`config.mk`:
```
export PLATFORM = sky130hd
export DESIGN_NAME = garbage_receiver
export DESIGN_NICKNAME = d
export VERILOG_FILES = /design/src/rtl/garbage_receiver_pkg.sv /design/src/rtl/garbage_fifo.sv /design/src/rtl/garbage_receiver.sv
export SDC_FILE = /design/constraint.sdc
export NUM_CORES = 1
export LEC_CHECK = 0
export BUFFER_PORTS_ARGS = -buffer_cell sky130_fd_sc_hd__buf_2
export CELL_PAD_IN_SITES_DETAIL_PLACEMENT = 1
export CELL_PAD_IN_SITES_GLOBAL_PLACEMENT = 2
export CORE_MARGIN = 2
export CORE_UTILIZATION = 37
export CTS_CLUSTER_SIZE = 24
export DETAILED_ROUTE_END_ITERATION = 16
export GPL_TIMING_DRIVEN = 0
export PLACE_DENSITY = 0.81
export RECOVER_POWER = 100
export REMOVE_ABC_BUFFERS = 1
export SYNTH_ARGS = -nofsm -noshare
export SYNTH_HDL_FRONTEND = slang
export SYNTH_SLANG_ARGS = --single-unit
```
`constraint.sdc`:
```
create_clock -name clk -period 6.4 [get_ports clk]
set_clock_uncertainty 0.2 [all_clocks]
set_input_delay 0.96 -clock clk [delete_from_list [all_inputs] [get_ports clk]]
set_output_delay 0.96 -clock clk [all_outputs]
set_load 0.005 [all_outputs]
```
`src/rtl/garbage_receiver_pkg.sv`:
```
// Shared types for the garbage receive path: queue entry, FSM states,
// playfield width and hole-column helper.
package garbage_receiver_pkg;
  localparam int CNT_W = 5;
  localparam int PLAYFIELD_COLS = 10;

  typedef struct packed {
    logic [CNT_W-1:0] lines;
    logic [3:0]       hole;
  } garbage_entry_t;

  typedef enum logic [1:0] {
    IDLE,
    CANCEL,
    SEND,
    INSERT
  } rx_state_e;

  function automatic logic [3:0] hole_of(input logic [3:0] v);
    return (v >= 4'(PLAYFIELD_COLS)) ? v - 4'(PLAYFIELD_COLS) : v;
  endfunction
endpackage

```
`src/rtl/garbage_fifo.sv`:
```
// Circular queue of pending garbage batches with an in-place head update.
module garbage_fifo
  import garbage_receiver_pkg::*;
#(
  parameter int DEPTH = 8,
  localparam int CW = $clog2(DEPTH + 1)
) (
  input  logic             clk,
  input  logic             rst_l,
  input  logic             clear,
  input  logic             push,
  input  garbage_entry_t   push_data,
  input  logic             pop,
  input  logic             upd,
  input  logic [CNT_W-1:0] upd_lines,
  output garbage_entry_t   head,
  output logic [CW-1:0]    count,
  output logic             full,
  output logic             empty
);
  localparam int AW = (DEPTH > 1) ? $clog2(DEPTH) : 1;

  garbage_entry_t mem [DEPTH];
  logic [AW-1:0] rd_ptr;
  logic [AW-1:0] wr_ptr;
  logic do_push;
  logic do_pop;

  function automatic logic [AW-1:0] nxt(input logic [AW-1:0] p);
    return (p == AW'(DEPTH - 1)) ? '0 : p + 1'b1;
  endfunction

  assign full    = count == CW'(DEPTH);
  assign empty   = count == '0;
  assign do_push = push && !full && !clear;
  assign do_pop  = pop && !empty && !clear;
  assign head    = mem[rd_ptr];

  always_ff @(posedge clk or negedge rst_l) begin
    if (!rst_l) begin
      rd_ptr <= '0;
      wr_ptr <= '0;
      count  <= '0;
    end else if (clear) begin
      rd_ptr <= '0;
      wr_ptr <= '0;
      count  <= '0;
    end else begin
      if (do_push) wr_ptr <= nxt(wr_ptr);
      if (do_pop)  rd_ptr <= nxt(rd_ptr);
      count <= count + CW'(do_push) - CW'(do_pop);
    end
  end

  // Storage needs no reset: entries are only read while counted valid.
  always_ff @(posedge clk) begin
    if (do_push) mem[wr_ptr] <= push_data;
    if (upd && !empty && !clear) mem[rd_ptr].lines <= upd_lines;
  end
endmodule

```
`src/rtl/garbage_receiver.sv`:
```
// Queues incoming garbage, cancels it against outgoing attacks and
// feeds remaining rows to the playfield on each piece lock.
module garbage_receiver
  import garbage_receiver_pkg::*;
#(
  parameter int QUEUE_DEPTH = 8,
  parameter int MAX_INSERT  = 8
) (
  input  logic             clk,
  input  logic             rst_l,
  input  logic             game_start,
  input  logic             recv_valid,
  input  logic [CNT_W-1:0] recv_lines,
  output logic             recv_dropped,
  input  logic             falling_piece_lock,
  input  logic             lock_cleared,
  input  logic [CNT_W-1:0] attack_lines,
  output logic             send_valid,
  output logic [CNT_W-1:0] send_lines,
  output logic             insert_valid,
  input  logic             insert_ready,
  output logic [CNT_W-1:0] insert_rows,
  output logic [3:0]       insert_hole,
  output logic [7:0]       pending_total,
  output logic             queue_full,
  output logic             busy
);
  localparam int CW = $clog2(QUEUE_DEPTH + 1);

  rx_state_e state, state_n;
  logic [15:0] lfsr;
  logic [CNT_W-1:0] att_rem, att_n;
  logic [CNT_W-1:0] budget, budget_n;
  logic [CNT_W-1:0] removed;
  logic [CNT_W-1:0] upd_lines;
  logic pop, upd, push, enq;
  garbage_entry_t head;
  logic [CW-1:0] q_count;
  logic q_full, q_empty;

  assign push = recv_valid && recv_lines != '0 && !game_start;
  assign enq  = push && q_count < CW'(QUEUE_DEPTH);
  assign queue_full = q_full;
  assign busy = state != IDLE;

  garbage_fifo #(.DEPTH(QUEUE_DEPTH)) u_fifo (
    .clk       (clk),
    .rst_l     (rst_l),
    .clear     (game_start),
    .push      (push),
    .push_data ({recv_lines, hole_of(lfsr[3:0])}),
    .pop       (pop),
    .upd       (upd),
    .upd_lines (upd_lines),
    .head      (head),
    .count     (q_count),
    .full      (q_full),
    .empty     (q_empty)
  );

  always_ff @(posedge clk or negedge rst_l) begin
    if (!rst_l) begin
      lfsr          <= 16'hACE1;
      state         <= IDLE;
      att_rem       <= '0;
      budget        <= '0;
      pending_total <= '0;
      recv_dropped  <= 1'b0;
    end else begin
      lfsr <= {lfsr[0] ^ lfsr[2] ^ lfsr[3] ^ lfsr[5], lfsr[15:1]};
      if (game_start) begin
        state         <= IDLE;
        att_rem       <= '0;
        budget        <= '0;
        pending_total <= '0;
        recv_dropped  <= 1'b0;
      end else begin
        state         <= state_n;
        att_rem       <= att_n;
        budget        <= budget_n;
        pending_total <= pending_total + (enq ? 8'(recv_lines) : 8'd0)
                         - 8'(removed);
        recv_dropped  <= push && q_full;
      end
    end
  end

  always_comb begin
    state_n      = state;
    att_n        = att_rem;
    budget_n     = budget;
    pop          = 1'b0;
    upd          = 1'b0;
    upd_lines    = head.lines;
    removed      = '0;
    send_valid   = 1'b0;
    send_lines   = '0;
    insert_valid = 1'b0;
    insert_rows  = '0;
    insert_hole  = '0;
    unique case (state)
      IDLE: begin
        if (falling_piece_lock) begin
          if (!lock_cleared) begin
            state_n  = INSERT;
            budget_n = CNT_W'(MAX_INSERT);
          end else if (attack_lines != '0) begin
            state_n = CANCEL;
            att_n   = attack_lines;
          end
        end
      end
      CANCEL: begin
        if (q_empty) begin
          state_n = SEND;
        end else if (head.lines <= att_rem) begin
          pop     = 1'b1;
          removed = head.lines;
          att_n   = att_rem - head.lines;
          if (att_n == '0) state_n = IDLE;
        end else begin
          upd       = 1'b1;
          upd_lines = head.lines - att_rem;
          removed   = att_rem;
          att_n     = '0;
          state_n   = IDLE;
        end
      end
      SEND: begin
        send_valid = !game_start;
        send_lines = game_start ? '0 : att_rem;
        state_n    = IDLE;
      end
      INSERT: begin
        if (q_empty || budget == '0) begin
          state_n = IDLE;
        end else begin
          insert_valid = 1'b1;
          insert_rows  = (head.lines < budget) ? head.lines : budget;
          insert_hole  = head.hole;
          if (insert_ready) begin
            budget_n = budget - insert_rows;
            removed  = insert_rows;
            if (insert_rows == head.lines) begin
              pop = 1'b1;
            end else begin
              upd       = 1'b1;
              upd_lines = head.lines - insert_rows;
            end
          end
        end
      end
      default: state_n = IDLE;
    endcase
  end
endmodule

```
==> out/metrics.csv, run 1 <==
metric,value,unit
outcome,"finished, violations left",
violations,"max-capacitance violations, max-slew violations",
worst_ep_arrival_time,6.00,ns
final_cell_mix,"nand2_1 (73), edfxtp_1 (72), inv_1 (50), mux2i_1 (44)",
relSlewSlack,-79.8,%
worstPathRequired,6.27,ns
yosys_register_bits,119,
rsz0062_at_grt,no,
final_cells,1021,
overflow,0,
end_kind,flop,
routed-via-count,5701,
area_delta_synth_final,15.6,%
area.sequential,0.00336,mm^2
synth_cells,705,
finalCoreUtilization,43.7,%
drc,0,
dieArea,0.0210,mm^2
antenna_cells,0,
cts_sinks,119,
min_from,lfsr[14],
setup_viol,0,
gp_congestion,0.855,
postCtsHoldBufs,0,
grt_max_degree,48,
rows,51,
layout_commonest_cell,nand2_1,
antenna_found_initial,0,
start_util,37.8,%
clock_path_buffers,2,
ys_async_sr_fraction,39.5,%
finalCritPeriodShare,95.9,%
wl,21900,um
cts_made_buffers,17,
dp_hpwl,15100,um
synth_area,0.00736,mm^2
die_w,145,um
hold_ws,0.158,ns
maxCapViolCount,2,
dp.cells,983,
dr.pass1.iters,5,
tightest_slew,2.70,ns
cts_root_buf,clkbuf_16,
final_layout_size_suffix_gt1_share,14.4,%
synth_cell_types,74,
syn_avg_cell_area,10.4,um^2
seq_area_frac_synth,45.5,%
crit_type,flop to flop,
reg2regPathDepth,15,
cp-start-kind,flop,
hold_depth,0,
ir_drop,212,uV
max_clock_freq,163,MHz
cts_max_level,4,
cts_tree,done,
power_density,382,mW/mm^2
viasPerCell,5.58,
fin_crit,6.14,ns
io_buffers,43,
hold_viol,0,
p_leak,0.00339,uW
synth_edf_count,72,
n_fill_cell,2139,
route.antenna.remaining_nets,0,
report.final.slew_viol_count,59,
path_clk_slew,0.06,ns
grt_usage,21.4,%
hold_class,flop to flop,
crit_fanout,18,
die_y,145,um
final_nets,810,
ys.flop_type,edfxtp_1,
multiInputGateArea,0.00375,mm^2
synth_warnings,0,
drtIter0Drc,330,
core-area,0.0195,mm^2
grt_pass1_vias,6166,
rr_startpoint,u_fifo.rd_ptr[0],
grt_pass1_wl,35000,um
io_pins,44,
clock_latency,0.43,ns
wl_per_cell,21.4,um
crit_start,u_fifo.rd_ptr[0],
-- metal layers --
| layer | vias up | GRT usage [%] | part of all wire (%) |
|---|---|---|---|
| met3 | 27 | 3.96 | 4.0 |
| met2 | 129 | 35.8 | 49 |
| met1 | 2902 | 28.1 | 45 |
| met4 | 0 | 6.68 | 1.7 |
| li1 | 2643 | - | - |
| met5 | - | 0 | 0 |
-- Yosys cell counts (5+ instances only) --
master	count	area (um^2)
o21ai_0	17	85.1
ha_1	40	500
mux2i_1	46	460
and2_1	10	62.6
nor2b_1	15	93.8
o22ai_1	6	37.5
nor3_1	21	105
xor2_1	6	52.6
nand2b_1	16	100
mux2_2	5	56.3
inv_1	51	191
dfrtp_1	39	976
clkbuf_1	24	90.1
mux4_2	6	135
a21o_1	10	75.1
nand3_1	7	35.0
dfstp_2	8	210
a211oi_1	6	45.0
edfxtp_1	72	2160
xnor2_1	14	123
a21oi_1	42	210
nor2_1	43	161
a32oi_1	6	52.6
a31oi_1	6	37.5
nor3b_1	6	45.0
nand2_1	73	274
fa_1	10	200
or2_2	7	43.8
-- cell families after synthesis --
kind of cell | after synthesis | synth area share, %
DFF | 119 | 45.5
adders and majority gates | 50 | 9.52
buffers and inverters | 85 | 4.40
and+or+nand+nor | 226 | 15.4
muxes | 57 | 8.86
xor gates and xnor gates | 20 | 2.38
AOI/OAI and AO/OA | 148 | 13.9
-- report_power, final --
part / total (uW) / internal, uW / switching (uW)
sequential: 939 / 870 / 69.1
combinational: 1330 / 525 / 803
clock: 985 / 616 / 370
-- cell type report --
type,count,area share [%]
inverter,53,2.40
sequential,119,39.5
timing repair buffer,51,3.13
tap,265,3.90
clock inverter,10,1.37
multi-input combinational,501,44.0
clock buffer,22,5.69
-- critical path, cell delays in order (launching register included) --
cell	delay [ns]
dfrtp_4	0.58
mux4_2	0.59
mux2i_4	0.25
inv_1	0.19
ha_1	0.34
and4_1	0.23
a21o_1	0.22
a211o_4	0.42
a21oi_2	0.33
ha_1	0.35
and4_1	0.24
nand2_1	0.08
a2111o_1	0.15
o2111ai_1	0.34
a21oi_1	0.76
or2_0	0.48
-- flip-flops by register name (all words and copies together), names as in the netlist --
signal and cells:
att_rem 5, budget 5, lfsr 16, pending_total 8
recv_dropped 1, state 2, u_fifo.count 4, u_fifo.mem 72
u_fifo.rd_ptr 3, u_fifo.wr_ptr 3
-- stage by stage --
stage	setup TNS, ns	setup slack, ns	area (um^2)	power [uW]
finish	0	0.263	8510	3250
global route	0	0.0276	8510	3450
CTS	0	0.00309	8510	3250
detailed placement	-84.57	-1.32	7820	2220
global placement	-90.51	-1.38	7780	2160
floorplan	0	0.294	7230	1840
-- worst paths after layout --
kind | to | slack, ns
max | u_fifo.mem[6][8] | 0.26
min | lfsr[13] | 0.16
max reg2reg | u_fifo.mem[6][8] | 0.26
min reg2reg | lfsr[13] | 0.16
max in group asynchronous | u_fifo.rd_ptr[1] | 2.92
min in group asynchronous | pending_total[7] | 1.18
-- timing repair --
action | 4_1_cts | 5_1_grt
endpoints found under the setup margin | 98 | 24
gates resized for setup | 17 | 7
buffers inserted | 3 | 3
endpoints found under the hold margin | 0 | 0
pin swaps | 1 | 1
No activity file was read; power rests on OpenSTA's default activity.
==> run 2, diff against run 1 <==
--- a/config.mk
+++ b/config.mk
@@ -8,6 +8,7 @@
 export BUFFER_PORTS_ARGS = -buffer_cell sky130_fd_sc_hd__buf_2
 export CELL_PAD_IN_SITES_DETAIL_PLACEMENT = 1
 export CELL_PAD_IN_SITES_GLOBAL_PLACEMENT = 2
+export CORE_ASPECT_RATIO = 0.9
 export CORE_MARGIN = 2
 export CORE_UTILIZATION = 37
 export CTS_CLUSTER_SIZE = 24
@@ -16,6 +17,7 @@
 export PLACE_DENSITY = 0.81
 export RECOVER_POWER = 100
 export REMOVE_ABC_BUFFERS = 1
+export SKIP_CTS_REPAIR_TIMING = 1
 export SYNTH_ARGS = -nofsm -noshare
 export SYNTH_HDL_FRONTEND = slang
 export SYNTH_SLANG_ARGS = --single-unit
==> out/metrics.csv, run 2 (same netlist as run 1, synthesis figures left out) <==
metric,value,unit
outcome,"finished, violations left",
violations,"max-capacitance violations, max-slew violations",
grt_pass1_vias,6001,
p_leak,0.00353,uW
final_area,0.00871,mm^2
grt_usage,20.7,%
worstReg2RegEnd,u_fifo.count[1],
setup_viol,0,
viasPerCell,5.72,
r2r_slack,0.32,ns
antenna_cells,0,
hold_depth,0,
final_layout_size_suffix_gt1_share,19.3,%
io_pins,44,
rr_startpoint,u_fifo.rd_ptr[0],
min_from,lfsr[9],
drtIter0Drc,276,
clock_latency,0.42,ns
routed-via-count,5884,
drc,0,
finalCoreUtilization,45.1,%
io_buffers,43,
grt_pass1_wl,33600,um
reg2regPathDepth,22,
dp_hpwl,15100,um
start_util,38.0,%
min_to,lfsr[8],
route.antenna.remaining_nets,0,
tightest_slew,2.65,ns
fin_setup_tns,0,ns
maxCapViolCount,2,
path_clk_slew,0.06,ns
worst_ep_arrival_time,6.15,ns
wl,22200,um
clock_path_buffers,2,
critPathMostFrequentCell,ha_1,
report.final.slew_viol_count,59,
cts_max_level,4,
die_y,138,um
cts_sinks,119,
die_w,153,um
final_cells,1028,
crit_type,flop to flop,
reg_top3,"u_fifo.mem (72), lfsr (16), pending_total (8)",
dp.cells,969,
crit_fanout,18,
critical_path.slowest_cell,dfrtp_4,
cts_made_buffers,17,
dpl-instance-area,0.00780,mm^2
end_kind,flop,
largest_register_ffs,72,
antenna_found_initial,0,
fin_crit,6.08,ns
final_nets,832,
max_clock_freq,164,MHz
core-area,0.0193,mm^2
relSlewSlack,-76.5,%
power_density,376,mW/mm^2
overflow,0,
cts_tree,done,
ir_drop,231,uV
wl_per_cell,21.6,um
finalCritPeriodShare,95.0,%
worstPathRequired,6.47,ns
registers.top_by_ff_count,u_fifo.mem,
rows,48,
final_cell_mix,"nand2_1 (73), edfxtp_1 (72), inv_1 (47), mux2i_1 (44), nor2_1 (42)",
area_delta_synth_final,18.4,%
gp_congestion,0.869,
max_stage_delay,0.57,ns
hold_class,flop to flop,
crit_path_cell_trace,buf_4 > and2_1 > a221oi_1 > o22a_2 > clkinvlp_4 > ha_1 > and4_1 > a21o_1 > a211o_4 > mux2i_4 > ha_2 > and4_1 > nand2_1 > a2111o_1 > o211ai_4 > a21oi_4 > nor2_1 > ha_1 > inv_1 > ha_1 > fa_1 > nor2b_1,
dieArea,0.0210,mm^2
layout_commonest_cell,nand2_1,
cts_root_buf,clkbuf_16,
grt_max_degree,48,
dr.pass1.iters,5,
cp-start-kind,flop,
hold_viol,0,
## run 2: changes by cell type in the layout (fill, tap and decap cells not counted), moves of 4 or more
cell,before,now
or2_0,4,0
clkbuf_1,16,12
buf_2,28,34
buf_4,3,22
## run 2: worst max-delay path by stage
| stage | start | to | slack, ns |
|---|---|---|---|
| after detailed placement | u_fifo.rd_ptr[0] | u_fifo.count[2] | -1.25 |
| after CTS | u_fifo.rd_ptr[0] | u_fifo.count[2] | -1.29 |
| after floorplan | u_fifo.rd_ptr[2] | u_fifo.count[1] | 0.29 |
| after global placement | u_fifo.rd_ptr[2] | u_fifo.count[2] | -1.34 |
| after global routing | u_fifo.rd_ptr[0] | u_fifo.count[3] | -0.03 |
| final | u_fifo.rd_ptr[0] | u_fifo.count[1] | 0.32 |
## run 2: worst max-delay path: cells and delay by family, from the launching register on
family	cells	cell delay, ns
AOI/OAI and AO/OA	7	1.98
adders and majority gates	5	1.51
and+or+nand+nor	6	1.02
DFF	1	0.57
buffers and inverters	3	0.39
muxes	1	0.24
## run 2: area by class of cell
type,instances,area (um^2)
Fill cell,2148,10600
Tap cell,250,313
Multi-Input combinational cell,501,3800
Sequential cell,119,3360
Clock inverter,11,78.8
Timing Repair Buffer,73,437
Clock buffer,21,514
Inverter,53,210
## run 2: where the power goes
part	internal, uW	total, uW	switching (uW)
logic	551	1370	824
registers	870	937	66.9
clock network	579	961	382
total	2000	3270	1270
## run 2: metal layers
metal  GRT usage (%)  wire (um)  up-vias
met1            28.1      10000     2999
met5               0          0        -
met3            3.90       1160       22
met4            5.71        286        0
met2            34.3      10700      184
li1                -          -     2679
## run 2: metrics by stage
stage                     hold WS [ns]  setup WS [ns]  power, uW
final                            0.156          0.319       3270
after detailed placement         0.140          -1.25       2220
after CTS                        0.159          -1.29       3200
after global placement           0.140          -1.34       2160
after global routing             0.159        -0.0325       3480
after floorplan                  0.131          0.294       1840
==> run 3, diff against run 2 <==
--- a/config.mk
+++ b/config.mk
@@ -14,7 +14,7 @@
 export CTS_CLUSTER_SIZE = 24
 export DETAILED_ROUTE_END_ITERATION = 16
 export GPL_TIMING_DRIVEN = 0
-export PLACE_DENSITY = 0.81
+export PLACE_DENSITY_LB_ADDON = 0.1
 export RECOVER_POWER = 100
 export REMOVE_ABC_BUFFERS = 1
 export SKIP_CTS_REPAIR_TIMING = 1
==> out/metrics.csv, run 3 (same netlist as run 1, synthesis figures left out) <==
metric,value,unit
power_switching_share,39.9,%
wl,22300,um
dieArea,0.0210,mm^2
drtIter0Drc,290,
report.final.slew_viol_count,70,
hold_viol,0,
die_w,153,um
cp-start-kind,flop,
clock_path_buffers,2,
power.share.clock,29.4,%
largest_register_ffs,72,
antenna_cells,0,
p_int,1980,uW
rows,48,
routed-via-count,5780,
reg_top3,"u_fifo.mem (72), lfsr (16), pending_total (8)",
io_pins,44,
grt_pass1_vias,6044,
path_clk_slew,0.06,ns
drc,0,
final_layout_size_suffix_gt1_share,19.6,%
grt_pass1_wl,34600,um
cts_root_buf,clkbuf_16,
outcome,"finished, violations left",
area_delta_synth_final,18.1,%
cts_tree,done,
grt_max_degree,48,
hold_depth,0,
overflow,0,
cts_max_level,4,
dp_hpwl,15400,um
seq_power_share,28.5,%
gp_congestion,0.880,
clock_latency,0.43,ns
worstPathRequired,6.49,ns
ir_drop,225,uV
die_y,138,um
power_switching,1310,uW
power_density,378,mW/mm^2
end_kind,flop,
final_cells,1022,
final_area,0.00869,mm^2
route.antenna.remaining_nets,0,
dp.cells,968,
start_util,38.0,%
final_nets,826,
fin_crit,6.13,ns
setup_viol,0,
fin_setup_tns,0,ns
cts_sinks,119,
viasPerCell,5.66,
io_buffers,43,
grt_usage,21.7,%
registers.top_by_ff_count,u_fifo.mem,
maxCapViolCount,4,
final_cell_mix,"nand2_1 (73), edfxtp_1 (72), inv_1 (46), nor2_1 (42), mux2i_1 (42)",
wl_per_cell,21.8,um
cts_made_buffers,17,
antenna_found_initial,0,
reg2regPathDepth,24,
finalPower,3290,uW
crit_fanout,18,
max_clock_freq,163,MHz
layout_commonest_cell,nand2_1,
relSlewSlack,-79.5,%
dr.pass1.iters,4,
finalCritPeriodShare,95.8,%
p_leak,0.00349,uW
core-area,0.0193,mm^2
dpl-instance-area,0.00780,mm^2
combPwrFrac,42.1,%
hold_ws,0.155,ns
violations,"max-capacitance violations, max-slew violations",
tightest_slew,2.69,ns
crit_type,flop to flop,
hold_class,flop to flop,
worst_ep_arrival_time,6.22,ns
[run 3: cell count changes in the layout (fill, tap and decap cells not counted), moves of 2 or more]
cell       previous run  this run
inv_8                 0         3
clkbuf_16            20        17
buf_2                34        36
a211oi_2              2         0
inv_6                 4         7
clkinv_2              3         0
mux2i_1              44        42
clkbuf_1             12         9
buf_4                22        17
[run 3: power by group through the flow]
| stage | Clock (uW) | Sequential, uW | Combinational, uW |
|---|---|---|---|
| floorplan | 0 | 931 | 909 |
| global placement | 0 | 954 | 1240 |
| detailed placement | 0 | 958 | 1280 |
| CTS | 983 | 943 | 1290 |
| global route | 1010 | 947 | 1550 |
| finish | 967 | 936 | 1390 |
[run 3: final timing paths]
check,slack [ns],to,startpoint
worst max register to register,0.27,u_fifo.count[3],u_fifo.rd_ptr[2]
max in group asynchronous,2.92,u_fifo.rd_ptr[0],rst_l
min in group asynchronous,1.18,state[1],rst_l
worst min register to register,0.16,lfsr[8],lfsr[9]
worst max-delay path,0.27,u_fifo.count[3],u_fifo.rd_ptr[2]
worst min-delay path,0.16,lfsr[8],lfsr[9]
[run 3: metal layers]
layer  up-vias  global-route usage (%)  routed length, um  share of wire [%]
met4         0                    5.14                242                1.1
met5         -                       0                  0                  0
met3        19                    4.47                880                3.9
met1      2962                    30.8              10900                 49
met2       128                    34.3              10200                 46
li1       2671                       -                  -                  -
[run 3: cell type report]
| type | instances | area (um^2) |
|---|---|---|
| inverters | 53 | 213 |
| multi-input cells | 501 | 3810 |
| repair buffers | 67 | 414 |
| clock buffers | 17 | 425 |
| fillers | 2129 | 10600 |
| clock inverters | 15 | 154 |
| well taps | 250 | 313 |
| flip-flops and latches | 119 | 3360 |
[run 3: worst max-delay path, cell delays in order (launching register included)]
cell        delay, ns
dfrtp_4          0.49
buf_12           0.16
nor2b_1          0.16
a221oi_2         0.34
o22a_2           0.29
clkinvlp_4       0.15
ha_1             0.28
and4_1           0.24
a21o_1           0.21
a211o_4          0.42
mux2i_4          0.26
ha_2             0.41
and4_1           0.27
nand2_1          0.09
a2111o_1         0.48
o211ai_2         0.20
a21oi_4          0.14
nor2_1           0.13
ha_1             0.16
inv_1            0.07
ha_1             0.28
a21o_1           0.16
a21oi_1          0.19
xnor2_1          0.14
nor2_1           0.05
[run 3: metrics by stage]
step	utilization [%]	setup slack, ns
after detailed placement	40.3	-1.38
after global placement	40.1	-1.50
after floorplan	-	0.294
after global routing	44.9	-0.0496
after CTS	43.3	-1.39
final	44.9	0.266
